**src/rtl/lieat_exu_cmt_queue_pkg.sv**
```systemverilog
// Shared definitions for the commit queue.
// Holds the default data/PC width, destination register index width and
// queue depth, plus the entry width helper. Entry field layout, MSB first:
//     {ebreak, rdwen, rd[REG_IDX-1:0], pc[XLEN-1:0], data[XLEN-1:0]}
package lieat_exu_cmt_queue_pkg;

    localparam int CMT_XLEN    = 32;
    localparam int CMT_REG_IDX = 5;
    localparam int CMT_DEPTH   = 4;

    // Total width of one stored entry.
    function automatic int cmt_entry_w(input int xlen, input int reg_idx);
        return 2 + reg_idx + 2 * xlen;
    endfunction

endpackage

```
**src/rtl/lieat_exu_cmt_queue_if.sv**
```systemverilog
// Commit queue bus bundle.
// Groups the execute-side input handshake, the writeback-side output
// handshake, the occupancy/halt status and the front-end redirect request.
//   slave  : used by the queue (takes i_*, o_ready, flush_sh)
//   master : used by the surrounding pipeline / testbench
interface lieat_exu_cmt_queue_if
    import lieat_exu_cmt_queue_pkg::*;
#(
    parameter int XLEN    = CMT_XLEN,
    parameter int REG_IDX = CMT_REG_IDX,
    parameter int DEPTH   = CMT_DEPTH
);
    logic                     i_valid;
    logic                     i_ready;
    logic [XLEN-1:0]          i_pc;
    logic [REG_IDX-1:0]       i_rd;
    logic                     i_rdwen;
    logic [XLEN-1:0]          i_data;
    logic                     i_ebreak;
    logic                     i_redirect;
    logic [XLEN-1:0]          i_redirect_pc;

    logic                     o_valid;
    logic                     o_ready;
    logic [XLEN-1:0]          o_pc;
    logic [REG_IDX-1:0]       o_rd;
    logic                     o_wen;
    logic [XLEN-1:0]          o_data;
    logic                     o_ebreak;
    logic [$clog2(DEPTH):0]   o_count;

    logic                     flush_req;
    logic [XLEN-1:0]          flush_pc;
    logic                     flush_sh;
    logic                     halted;

    modport slave (
        input  i_valid, i_pc, i_rd, i_rdwen, i_data, i_ebreak, i_redirect, i_redirect_pc,
        output i_ready,
        output o_valid, o_pc, o_rd, o_wen, o_data, o_ebreak, o_count,
        input  o_ready,
        output flush_req, flush_pc, halted,
        input  flush_sh
    );

    modport master (
        output i_valid, i_pc, i_rd, i_rdwen, i_data, i_ebreak, i_redirect, i_redirect_pc,
        input  i_ready,
        input  o_valid, o_pc, o_rd, o_wen, o_data, o_ebreak, o_count,
        output o_ready,
        input  flush_req, flush_pc, halted,
        output flush_sh
    );

endinterface

```
**src/rtl/lieat_exu_cmt_ram.sv**
```systemverilog
// Commit queue storage: DEPTH x DW register array.
// One synchronous write port, one asynchronous read port. All entries
// reset to zero.
//   wen_i/waddr_i/wdata_i : write port
//   raddr_i/rdata_o       : combinational read port
module lieat_exu_cmt_ram #(
    parameter int DEPTH = 4,
    parameter int DW    = 71
) (
    input  logic                     clock,
    input  logic                     reset,
    input  logic                     wen_i,
    input  logic [$clog2(DEPTH)-1:0] waddr_i,
    input  logic [DW-1:0]            wdata_i,
    input  logic [$clog2(DEPTH)-1:0] raddr_i,
    output logic [DW-1:0]            rdata_o
);

    localparam int AW = $clog2(DEPTH);

    logic [DW-1:0] mem_q [DEPTH];

    for (genvar i = 0; i < DEPTH; i++) begin : g_entry
        lieat_general_dfflr #(.DW(DW)) u_entry (
            .clock  (clock),
            .reset  (reset),
            .lden_i (wen_i & (waddr_i == AW'(i))),
            .dnxt_i (wdata_i),
            .qout_o (mem_q[i])
        );
    end

    assign rdata_o = mem_q[raddr_i];

endmodule

```
**src/rtl/lieat_general_dfflr.sv**
```systemverilog
// Generic load-enabled flop with asynchronous active-low reset to zero.
//   clock, reset : clock and async active-low reset
//   lden_i       : load enable
//   dnxt_i       : next value
//   qout_o       : registered value
module lieat_general_dfflr #(
    parameter int DW = 32
) (
    input  logic          clock,
    input  logic          reset,
    input  logic          lden_i,
    input  logic [DW-1:0] dnxt_i,
    output logic [DW-1:0] qout_o
);

    always_ff @(posedge clock or negedge reset) begin
        if (!reset) begin
            qout_o <= '0;
        end else if (lden_i) begin
            qout_o <= dnxt_i;
        end
    end

endmodule

```
**src/rtl/lieat_exu_cmt_queue.sv**
```systemverilog
// In-order commit queue between the execute units and register writeback.
// Buffers up to DEPTH completed instructions and owns the front-end redirect
// request: a redirect is latched when its instruction is enqueued and held
// until flush_sh; anything arriving while it is pending is wrong-path and is
// dropped (accepted on the handshake, never written). An accepted ebreak
// halts all further input until reset.
//
// Ports:
//   clock, reset  : sole clock, asynchronous active-low reset
//   bus (slave)   : i_* execute input handshake, o_* writeback output
//                   handshake, o_count, flush_req/flush_pc/flush_sh, halted
//
// Build option COM_BYPASS_EN: when the queue is empty and no redirect is
// pending, a valid input is presented on o_* in the same cycle and, if taken,
// never written. Undefined: one-cycle minimum latency, no input-to-output
// data path.
module lieat_exu_cmt_queue
    import lieat_exu_cmt_queue_pkg::*;
#(
    parameter int XLEN    = CMT_XLEN,
    parameter int REG_IDX = CMT_REG_IDX,
    parameter int DEPTH   = CMT_DEPTH
) (
    input  logic                  clock,
    input  logic                  reset,
    lieat_exu_cmt_queue_if.slave  bus
);

    localparam int AW = $clog2(DEPTH);
    localparam int CW = AW + 1;
    localparam int EW = cmt_entry_w(XLEN, REG_IDX);

    logic [AW-1:0]   wptr_q, wptr_d, rptr_q, rptr_d;
    logic [CW-1:0]   count_q, count_d;
    logic            flush_req_q, flush_req_d;
    logic [XLEN-1:0] flush_pc_q, flush_pc_d;
    logic            halted_q, halted_d;

    logic [EW-1:0]   in_entry, head_entry, out_entry;
    logic            full, empty, bypass;
    logic            o_valid_w, i_ready_w;
    logic            in_sh, out_sh, accept, wr_en, rd_en;
    logic            redirect_set, flush_clr;

    assign full  = (count_q == CW'(DEPTH));
    assign empty = (count_q == '0);

    assign in_entry = {bus.i_ebreak, bus.i_rdwen, bus.i_rd, bus.i_pc, bus.i_data};

`ifdef COM_BYPASS_EN
    assign bypass    = empty & ~flush_req_q & bus.i_valid;
    assign out_entry = bypass ? in_entry : head_entry;
`else
    assign bypass    = 1'b0;
    assign out_entry = head_entry;
`endif

    // o_valid never looks at o_ready, so out_sh -> i_ready is loop-free.
    assign o_valid_w = ~empty | bypass;
    assign out_sh    = o_valid_w & bus.o_ready;
    assign i_ready_w = ~halted_q & (flush_req_q | ~full | out_sh);
    assign in_sh     = bus.i_valid & i_ready_w;

    // accept: a real (right-path) enqueue; in_sh while a redirect is
    // pending is a drop.
    assign accept = in_sh & ~flush_req_q;
    // A bypassed entry taken in the same cycle never touches storage.
    assign wr_en  = accept & ~(bypass & bus.o_ready);
    assign rd_en  = out_sh & ~bypass;

    assign wptr_d  = wptr_q + AW'(1);
    assign rptr_d  = rptr_q + AW'(1);
    assign count_d = count_q + {{(CW-1){1'b0}}, wr_en} - {{(CW-1){1'b0}}, rd_en};

    // set requires flush_req_q==0 and clear requires flush_req_q==1, so
    // they never coincide.
    assign redirect_set = accept & bus.i_redirect;
    assign flush_clr    = bus.flush_sh & flush_req_q;
    assign flush_req_d  = redirect_set | (flush_req_q & ~flush_clr);
    assign flush_pc_d   = bus.i_redirect_pc;
    assign halted_d     = halted_q | (accept & bus.i_ebreak);

    lieat_general_dfflr #(.DW(AW)) u_wptr (
        .clock(clock), .reset(reset), .lden_i(wr_en), .dnxt_i(wptr_d), .qout_o(wptr_q)
    );
    lieat_general_dfflr #(.DW(AW)) u_rptr (
        .clock(clock), .reset(reset), .lden_i(rd_en), .dnxt_i(rptr_d), .qout_o(rptr_q)
    );
    lieat_general_dfflr #(.DW(CW)) u_count (
        .clock(clock), .reset(reset), .lden_i(wr_en ^ rd_en), .dnxt_i(count_d), .qout_o(count_q)
    );
    lieat_general_dfflr #(.DW(1)) u_flush_req (
        .clock(clock), .reset(reset), .lden_i(1'b1), .dnxt_i(flush_req_d), .qout_o(flush_req_q)
    );
    lieat_general_dfflr #(.DW(XLEN)) u_flush_pc (
        .clock(clock), .reset(reset), .lden_i(redirect_set), .dnxt_i(flush_pc_d), .qout_o(flush_pc_q)
    );
    lieat_general_dfflr #(.DW(1)) u_halted (
        .clock(clock), .reset(reset), .lden_i(1'b1), .dnxt_i(halted_d), .qout_o(halted_q)
    );

    lieat_exu_cmt_ram #(.DEPTH(DEPTH), .DW(EW)) u_ram (
        .clock   (clock),
        .reset   (reset),
        .wen_i   (wr_en),
        .waddr_i (wptr_q),
        .wdata_i (in_entry),
        .raddr_i (rptr_q),
        .rdata_o (head_entry)
    );

    assign {bus.o_ebreak, bus.o_wen, bus.o_rd, bus.o_pc, bus.o_data} = out_entry;

    assign bus.o_valid   = o_valid_w;
    assign bus.i_ready   = i_ready_w;
    assign bus.o_count   = count_q;
    assign bus.flush_req = flush_req_q;
    assign bus.flush_pc  = flush_pc_q;
    assign bus.halted    = halted_q;

endmodule

```
**src/flat_wrapper.sv**
```systemverilog
// flat-port wrapper written by rule: the top's interface ports become plain ports
module lieat_exu_cmt_queue_flat import lieat_exu_cmt_queue_pkg::*;
#(
    parameter int XLEN    = CMT_XLEN,
    parameter int REG_IDX = CMT_REG_IDX,
    parameter int DEPTH   = CMT_DEPTH
)
  (clock, reset, bus_i_valid, bus_i_pc, bus_i_rd, bus_i_rdwen, bus_i_data, bus_i_ebreak, bus_i_redirect, bus_i_redirect_pc, bus_i_ready, bus_o_valid, bus_o_pc, bus_o_rd, bus_o_wen, bus_o_data, bus_o_ebreak, bus_o_count, bus_o_ready, bus_flush_req, bus_flush_pc, bus_halted, bus_flush_sh);
  lieat_exu_cmt_queue_if #(.XLEN(XLEN), .REG_IDX(REG_IDX), .DEPTH(DEPTH)) bus_i ();
  input  logic clock;
  input  logic reset;
  input wire logic [$bits(bus_i.i_valid)-1:0] bus_i_valid;
  input wire logic [$bits(bus_i.i_pc)-1:0] bus_i_pc;
  input wire logic [$bits(bus_i.i_rd)-1:0] bus_i_rd;
  input wire logic [$bits(bus_i.i_rdwen)-1:0] bus_i_rdwen;
  input wire logic [$bits(bus_i.i_data)-1:0] bus_i_data;
  input wire logic [$bits(bus_i.i_ebreak)-1:0] bus_i_ebreak;
  input wire logic [$bits(bus_i.i_redirect)-1:0] bus_i_redirect;
  input wire logic [$bits(bus_i.i_redirect_pc)-1:0] bus_i_redirect_pc;
  output wire logic [$bits(bus_i.i_ready)-1:0] bus_i_ready;
  output wire logic [$bits(bus_i.o_valid)-1:0] bus_o_valid;
  output wire logic [$bits(bus_i.o_pc)-1:0] bus_o_pc;
  output wire logic [$bits(bus_i.o_rd)-1:0] bus_o_rd;
  output wire logic [$bits(bus_i.o_wen)-1:0] bus_o_wen;
  output wire logic [$bits(bus_i.o_data)-1:0] bus_o_data;
  output wire logic [$bits(bus_i.o_ebreak)-1:0] bus_o_ebreak;
  output wire logic [$bits(bus_i.o_count)-1:0] bus_o_count;
  input wire logic [$bits(bus_i.o_ready)-1:0] bus_o_ready;
  output wire logic [$bits(bus_i.flush_req)-1:0] bus_flush_req;
  output wire logic [$bits(bus_i.flush_pc)-1:0] bus_flush_pc;
  output wire logic [$bits(bus_i.halted)-1:0] bus_halted;
  input wire logic [$bits(bus_i.flush_sh)-1:0] bus_flush_sh;
  assign bus_i.i_valid = bus_i_valid;
  assign bus_i.i_pc = bus_i_pc;
  assign bus_i.i_rd = bus_i_rd;
  assign bus_i.i_rdwen = bus_i_rdwen;
  assign bus_i.i_data = bus_i_data;
  assign bus_i.i_ebreak = bus_i_ebreak;
  assign bus_i.i_redirect = bus_i_redirect;
  assign bus_i.i_redirect_pc = bus_i_redirect_pc;
  assign bus_i_ready = bus_i.i_ready;
  assign bus_o_valid = bus_i.o_valid;
  assign bus_o_pc = bus_i.o_pc;
  assign bus_o_rd = bus_i.o_rd;
  assign bus_o_wen = bus_i.o_wen;
  assign bus_o_data = bus_i.o_data;
  assign bus_o_ebreak = bus_i.o_ebreak;
  assign bus_o_count = bus_i.o_count;
  assign bus_i.o_ready = bus_o_ready;
  assign bus_flush_req = bus_i.flush_req;
  assign bus_flush_pc = bus_i.flush_pc;
  assign bus_halted = bus_i.halted;
  assign bus_i.flush_sh = bus_flush_sh;
  lieat_exu_cmt_queue #(.XLEN(XLEN), .REG_IDX(REG_IDX), .DEPTH(DEPTH)) u_core (.clock(clock), .reset(reset), .bus(bus_i));
endmodule
```
**config.mk**
```make
export PLATFORM = sky130hd
export DESIGN_NAME = lieat_exu_cmt_queue_flat
export DESIGN_NICKNAME = d
export VERILOG_FILES = /design/src/rtl/lieat_exu_cmt_queue_pkg.sv /design/src/rtl/lieat_exu_cmt_queue_if.sv /design/src/rtl/lieat_exu_cmt_ram.sv /design/src/rtl/lieat_general_dfflr.sv /design/src/rtl/lieat_exu_cmt_queue.sv /design/src/flat_wrapper.sv
export SDC_FILE = /design/constraint.sdc
export NUM_CORES = 1
export LEC_CHECK = 0
export CAP_MARGIN = 10
export CORE_ASPECT_RATIO = 0.6
export CORE_UTILIZATION = 24
export CTS_CLUSTER_DIAMETER = 120
export DETAILED_ROUTE_END_ITERATION = 12
export PLACE_DENSITY = 0.45
export SLEW_MARGIN = 5
export SYNTH_ARGS = -nofsm -noshare
export SYNTH_HDL_FRONTEND = slang
export SYNTH_SLANG_ARGS = --single-unit
```
**constraint.sdc**
```tcl
create_clock -name clock -period 2.65 [get_ports clock]
set_input_delay 0.3975 -clock clock [delete_from_list [all_inputs] [get_ports clock]]
set_output_delay 0.3975 -clock clock [all_outputs]
set_load 0.01 [all_outputs]
```
==> flow_summary_export.csv, run 1 <==
group,metric,value,unit
routing,vias_per_cell,4.25,
timing,maxSlewHeadroom,59.1,%
routing,drt-initial-drc-count,242,
setup_path,crit_type,"reg2out",
timing,setup_viol,0,
power_and_ir_drop,pwr-share-clk,27.6,%
timing,fin_hold_ws,426,ps
global_route,grt_max_degree,69,
synthesis,synth_edf_count,0,
global_route,antenna_found_initial,1,
placed_design,portBuffers,218,
routing,num_vias,7917,
routing,route.top_layer_used,"met4",
timing,grt_setup_unrepaired,"true",
timing,min_period_over_period,96.8,%
die,die_w,315,um
hold_path,hold_depth,2,
power_and_ir_drop,power_density,1080,nW/um2
die,die_area,59700,um2
power_and_ir_drop,swShare,28.3,%
timing,period_minus_slack,2560,ps
synthesis,async_reset_ff_share,100,%
timing,fmax,390,MHz
power_and_ir_drop,total_leakage_power,8.65,nW
synthesis,syn_inst,798,
timing,clock_skew,15.6,ps
routing,drtAntennaViolNets,0,
final_layout,postLayoutCellArea,18800,um2
setup_path,arrival,2170,ps
routing,dr_wl_met3,1990,um
routing,drc,0,
timing,worst_pin_slew,614,ps
placed_design,dp_hpwl,22400,um
power_and_ir_drop,p_total,20.4,mW
global_route,grt_usage,12.1,%
setup_path,required,2250,ps
setup_path,cp-endpoint,"bus_o_pc[14]",
routing,wl_per_cell,18.9,um
synthesis,ys_ff_latch,325,
die,rows,68,
setup_path,path_max_fanout,6,
synthesis,seq_area_frac_synth,57.8,%
global_route,grt_pass1_vias,8765,
setup_path,reg2reg_to,"u_core.u_count.qout_o[1]",
hold_path,hold_path_startpoint,"bus_flush_sh",
setup_path,rrSetupSlack,270,ps
die,core-area,57700,um2
setup_path,rr_worst_depth,7,
global_route,grt_pass1_wl,55300,um
routing,wl_met2,14800,um
power_and_ir_drop,share_comb_of_total_power,34.7,%
placed_design,place.gp.congestion,0.693,
clock_network,clk_pin_slew,60,ps
synthesis,ys_types,24,
clock_network,root_buffer,"clkbuf_16",
synthesis,syn_area,14100,um2
power_and_ir_drop,netSwitchingPower,5.77,mW
setup_path,worstPathCellList,"buf_12 -> bufbuf_16 -> buf_4 -> mux4_2 -> buf_2",
setup_path,cpPeakStageDelay,500,ps
placed_design,placed_area,17400,um2
routing,wl,35200,um
synthesis,syn-num-nets,914,
clock_network,cts_tree,"yes",
final_layout,finalNetCount,1182,
clock_network,cts.path.max_buffers,3,
setup_path,start_kind,"flop",
status,outcome,"completed",
setup_path,endpoint_kind,"output pin",
routing,wl_met1,17900,um
die,initial_core_util,24.4,%
power_and_ir_drop,seqPwrFrac,37.7,%
hold_path,holdCritPathClass,"in2reg",
final_layout,antenna_cells,0,
setup_path,crit_slowest_cell,"dfrtp_4",
power_and_ir_drop,p_int,14.6,mW
timing,finalMaxSlewViolations,0,
clock_network,cts_buffers,37,
final_layout,layout-drive-gt1-share,44.9,%
global_route,overflow,0,
synthesis,syn_area_per_cell,17.6,um2
setup_path,crit_start,"u_core.u_rptr.qout_o[0]",
clock_network,h-tree-depth,2,
die,die_y,190,um
routing,drtPass1Iterations,6,
clock_network,cts_sinks,325,
die,ios,219,
power_and_ir_drop,vdd_drop_max,0.468,mV
clock_network,insertion_delay,540,ps
synthesis,synth_ff_type,"dfrtp_1",
flow_run,cap_violations,0,
timing,final_hold_viol_count,0,
synthesis,yosys_warnings,0,
final_layout,syn_to_final_growth,33.9,%
setup_path,regToRegStartpoint,"u_core.u_count.qout_o[1]",
## timing repair
item,in CTS,in global routing
resized for setup,122,15
endpoints found under the setup margin,72,23
hold buffers,1,0
endpoints found under the hold margin,55,0
gates cloned,3,1
buffers inserted,7,0
## layer usage
metal | global-route usage [%] | vias to the layer above
li1 | - | 3527
met1 | 17.9 | 4184
met2 | 17.2 | 158
met3 | 3.49 | 48
met4 | 2.48 | 0
met5 | 0 | -
## how the worst min path moves through the flow
| stage | to |
|---|---|
| after floorplan | u_core.u_count.qout_o[0] |
| after global placement | u_core.u_ram.g_entry[1].u_entry.qout_o[15] |
| after detailed placement | u_core.u_ram.g_entry[3].u_entry.qout_o[15] |
| after CTS | u_core.u_flush_req.qout_o |
| after global routing | u_core.u_flush_req.qout_o |
| final | u_core.u_flush_req.qout_o |
## power groups by stage
| stage | logic, mW | registers, mW | clock network (mW) |
|---|---|---|---|
| 2_1_floorplan | 3.98 | 7.54 | 0 |
| 4_1_cts | 7.25 | 7.67 | 5.84 |
| 3_3_place_gp | 7.20 | 7.73 | 0 |
| 3_5_place_dp | 7.27 | 7.74 | 0 |
| 5_1_grt | 7.65 | 7.93 | 6.05 |
| 6_report | 7.06 | 7.68 | 5.62 |
## stage by stage
| stage | TNS (ps) | util (%) | instances | setup WS, ps |
|---|---|---|---|---|
| floorplan | 0 | - | 798 | 65.5 |
| global placement | -221 | 30.1 | 1786 | -122 |
| detailed placement | -250 | 30.1 | 1786 | -129 |
| CTS | -519 | 32.7 | 1860 | -89.2 |
| global route | -7.85 | 32.7 | 1861 | -7.85 |
| finish | 0 | 32.7 | 1861 | 85.6 |
## synthesized netlist by cell type (all sizes together) (2+ instances only)
| cell type | number | share of area (%) |
|---|---|---|
| buf | 40 | 2.7 |
| clkbuf | 9 | 0.24 |
| dfrtp | 325 | 58 |
| ha | 6 | 0.53 |
| inv | 6 | 0.16 |
| mux2 | 319 | 26 |
| mux4 | 71 | 11 |
| nand2 | 2 | 0.053 |
| nand4 | 5 | 0.76 |
| nor2 | 3 | 0.098 |
| xnor2 | 4 | 0.25 |
## placed cells by master (no fill, tap or decap), drive strengths merged
cell           count
a41o               1
buf               61
bufbuf             1
bufinv             6
clkbuf            61
clkdlybuf4s15     27
clkdlybuf4s50    145
clkinv             4
dfrtp            325
dlygate4sd2       35
dlygate4sd3        1
fa                 1
ha                 6
inv                7
mux2             319
mux4              71
nand2              2
nand3              1
nand4              5
nor2               3
o21ai              1
o31a               1
or3                1
or4b               1
xnor2              4
xor2               1
## critical path: cells and delay by family (launching register included)
| family | cells | cell delay [ps] |
|---|---|---|
| mux | 1 | 400 |
| flops | 1 | 500 |
| buf+inv | 4 | 740 |
## cell families (layout without fill, tap and decap cells)
group	after synthesis	count (layout)	share of synthesized area (%)
AO/OA/AOI/OAI	3	3	0.169
flip-flops	325	325	57.8
AND/OR/NAND/NOR	13	13	1.06
buffers and inverters	55	348	3.13
adder cells (fa/ha/maj)	7	7	0.676
multiplexers	390	390	36.9
XOR/XNOR	5	5	0.311
## area by class of cell
class	instances	area, um2
Clock inverter	11	209
Inverter	6	22.5
Timing Repair Buffer	278	2890
Clock buffer	53	1120
Fill cell	5658	38800
Sequential cell	325	8140
Tap cell	770	963
Multi-Input combinational cell	418	5500
## state kept, by name, summed over array words and instances (netlist names)
name	flops
u_core.u_count.qout_o	3
u_core.u_flush_pc.qout_o	32
u_core.u_flush_req.qout_o	1
u_core.u_halted.qout_o	1
u_core.u_ram.g_entry.u_entry.qout_o	284
u_core.u_rptr.qout_o	2
u_core.u_wptr.qout_o	2
No activity file was read; power rests on OpenSTA's default activity.
==> run 2: changes to the inputs <==
- CAP_MARGIN: 10 -> default
==> results of run 2 <==
The final DEF is identical to that of run 1; final timing and power are the same.
==> run 3: changes to the inputs <==
- PLACE_DENSITY: 0.45 -> 0.52
- clock period: 2.65 -> 2.4 ns (I/O delays scaled with it)
==> flow_summary_export.csv, run 3 (same netlist as run 1, synthesis figures left out) <==
group,metric,value,unit
setup_path,regToRegStartpoint,"u_core.u_count.qout_o[0]",
status,violations,"setup timing",
final_layout,regMostFlops,"u_core.u_ram.g_entry.u_entry.qout_o",
clock_network,h-tree-depth,2,
clock_network,root_buffer,"clkbuf_16",
final_layout,final_common_cell,"dfrtp_1",
status,outcome,"finished with violations",
final_layout,layout-drive-gt1-share,50.8,%
final_layout,finalNetCount,1191,
clock_network,clk_pin_slew,60,ps
power_and_ir_drop,vdd_drop_max,0.450,mV
final_layout,postLayoutCellArea,18900,um2
die,die_y,190,um
setup_path,rr_worst_depth,7,
setup_path,crit_slowest_cell,"dfrtp_4",
timing,setup_ws,-38.7,ps
timing,finalMaxSlewViolations,0,
setup_path,crit_start,"u_core.u_rptr.qout_o[0]",
final_layout,layout_common_cells,"322 x dfrtp_1, 278 x mux2_2, 144 x clkdlybuf4s50_1",
flow_run,cap_violations,0,
timing,min_period_over_period,102,%
power_and_ir_drop,power_density,1190,nW/um2
hold_path,holdCritPathClass,"in2async",
die,die_area,59700,um2
timing,clock_skew,18.0,ps
routing,drtAntennaViolNets,0,
routing,vias_per_cell,4.30,
setup_path,start_kind,"flop",
setup_path,crit_type,"reg2out",
setup_path,cp_num_buf_inv,4,
setup_path,cp_top_family,"buffers and inverters",
routing,num_vias,8022,
timing,grt_setup_unrepaired,"true",
die,rows,68,
routing,wl_per_cell,18.8,um
routing,drtPass1Iterations,4,
timing,tns,-407,ps
setup_path,path_depth,5,
clock_network,cts_tree,"yes",
setup_path,required,2040,ps
final_layout,top_regs,"u_core.u_ram.g_entry.u_entry.qout_o (284), u_core.u_flush_pc.qout_o (32), u_core.u_count.qout_o (3)",
placed_design,place.gp.congestion,0.680,
timing,setup_viol,22,
setup_path,cp_common_cell,"buf_12",
global_route,grt_usage,12.1,%
timing,maxSlewHeadroom,57.7,%
setup_path,path_max_fanout,6,
power_and_ir_drop,p_total,22.4,mW
global_route,grt_max_degree,70,
setup_path,cpPeakStageDelay,520,ps
global_route,antenna_found_initial,3,
global_route,grt_pass1_wl,54900,um
routing,wl,35000,um
placed_design,dp.cells,1783,
timing,final_hold_viol_count,0,
setup_path,worstPathCellList,"buf_12 -> buf_12 -> buf_16 -> mux4_2 -> buf_6",
timing,fmax,410,MHz
die,die_w,315,um
placed_design,dp_hpwl,22200,um
die,ios,219,
setup_path,endpoint_kind,"output pin",
clock_network,cts.path.max_buffers,3,
clock_network,cts_sinks,325,
placed_design,placed_area,17400,um2
die,initial_core_util,24.4,%
clock_network,cts_buffers,35,
power_and_ir_drop,total_leakage_power,8.62,nW
clock_network,insertion_delay,540,ps
final_layout,stdcell_count,1867,
die,core-area,57700,um2
routing,drt-initial-drc-count,299,
setup_path,arrival,2080,ps
global_route,overflow,0,
timing,period_minus_slack,2440,ps
final_layout,syn_to_final_growth,34.1,%
routing,drc,0,
placed_design,place_ws,-350,ps
timing,worst_pin_slew,634,ps
placed_design,portBuffers,218,
final_layout,largest_reg_flops,284,
global_route,grt_pass1_vias,8911,
==> run 3: changes by cell type in the layout (fill, tap and decap cells not counted), moves of 5 or more <==
cell             delta
buf_6              +42
dlygate4sd2_1      -34
clkbuf_2            -7
buf_12              +7
clkbuf_8            -5
buf_2              +28
clkdlybuf4s15_1    -23
==> run 3: worst paths after layout <==
| path | to | slack [ps] |
|---|---|---|
| setup / recovery | bus_o_pc[16] | -40 |
| hold / removal | u_core.u_ram.g_entry[3].u_entry.qout_o[57] | 390 |
| setup reg to reg | u_core.u_count.qout_o[1] | 120 |
| hold reg to reg | u_core.u_ram.g_entry[1].u_entry.qout_o[1] | 490 |
| max in group asynchronous | u_core.u_ram.g_entry[3].u_entry.qout_o[37] | 1230 |
| min in group clock | u_core.u_flush_req.qout_o | 400 |
==> run 3: power by group <==
group / leakage (nW) / internal, mW / switching (mW)
logic: 3.82 / 5.29 / 3.23
registers: 4.25 / 7.50 / 0.984
clock network: 0.546 / 3.15 / 2.24
total: 8.62 / 15.9 / 6.45
==> run 3: final cells by class <==
| type | count | area (um2) |
|---|---|---|
| Antenna cell | 1 | 2.50 |
| Inverter | 6 | 22.5 |
| Sequential cell | 325 | 8140 |
| Fill cell | 5583 | 38800 |
| Timing Repair Buffer | 289 | 3090 |
| Clock inverter | 9 | 101 |
| Tap cell | 770 | 963 |
| Multi-Input combinational cell | 418 | 5550 |
| Clock buffer | 49 | 1010 |
==> run 3: stage by stage <==
step                util (%)  hold slack, ps
CTS                     32.5             345
finish                  32.7             394
floorplan                  -            64.4
global placement        30.2             400
global route            32.7             373
detailed placement      30.2             409
==> run 3: timing repair <==
item	4_1_cts	5_1_grt
endpoints found under the setup margin	73	61
pin swaps	0	1
gates cloned	7	0
setup buffers	12	7
hold buffers	1	0
resized for setup	340	27
hold endpoints to repair	57	0
==> run 3: worst register-to-register path, cell delays in order (launching register included) <==
cell and delay [ps]:
dfrtp_1 390, or4b_4 570, nand3_4 110, ha_4 200, inv_2 70, ha_4 130, fa_2 430, mux2_2 270
==> run 3: routing by layer <==
layer,vias up,part of all wire (%),global-route usage (%)
li1,3546,-,-
met1,4275,48,17.3
met2,154,44,17.6
met3,45,6.4,3.86
met4,2,1.7,2.97
met5,-,0.037,0
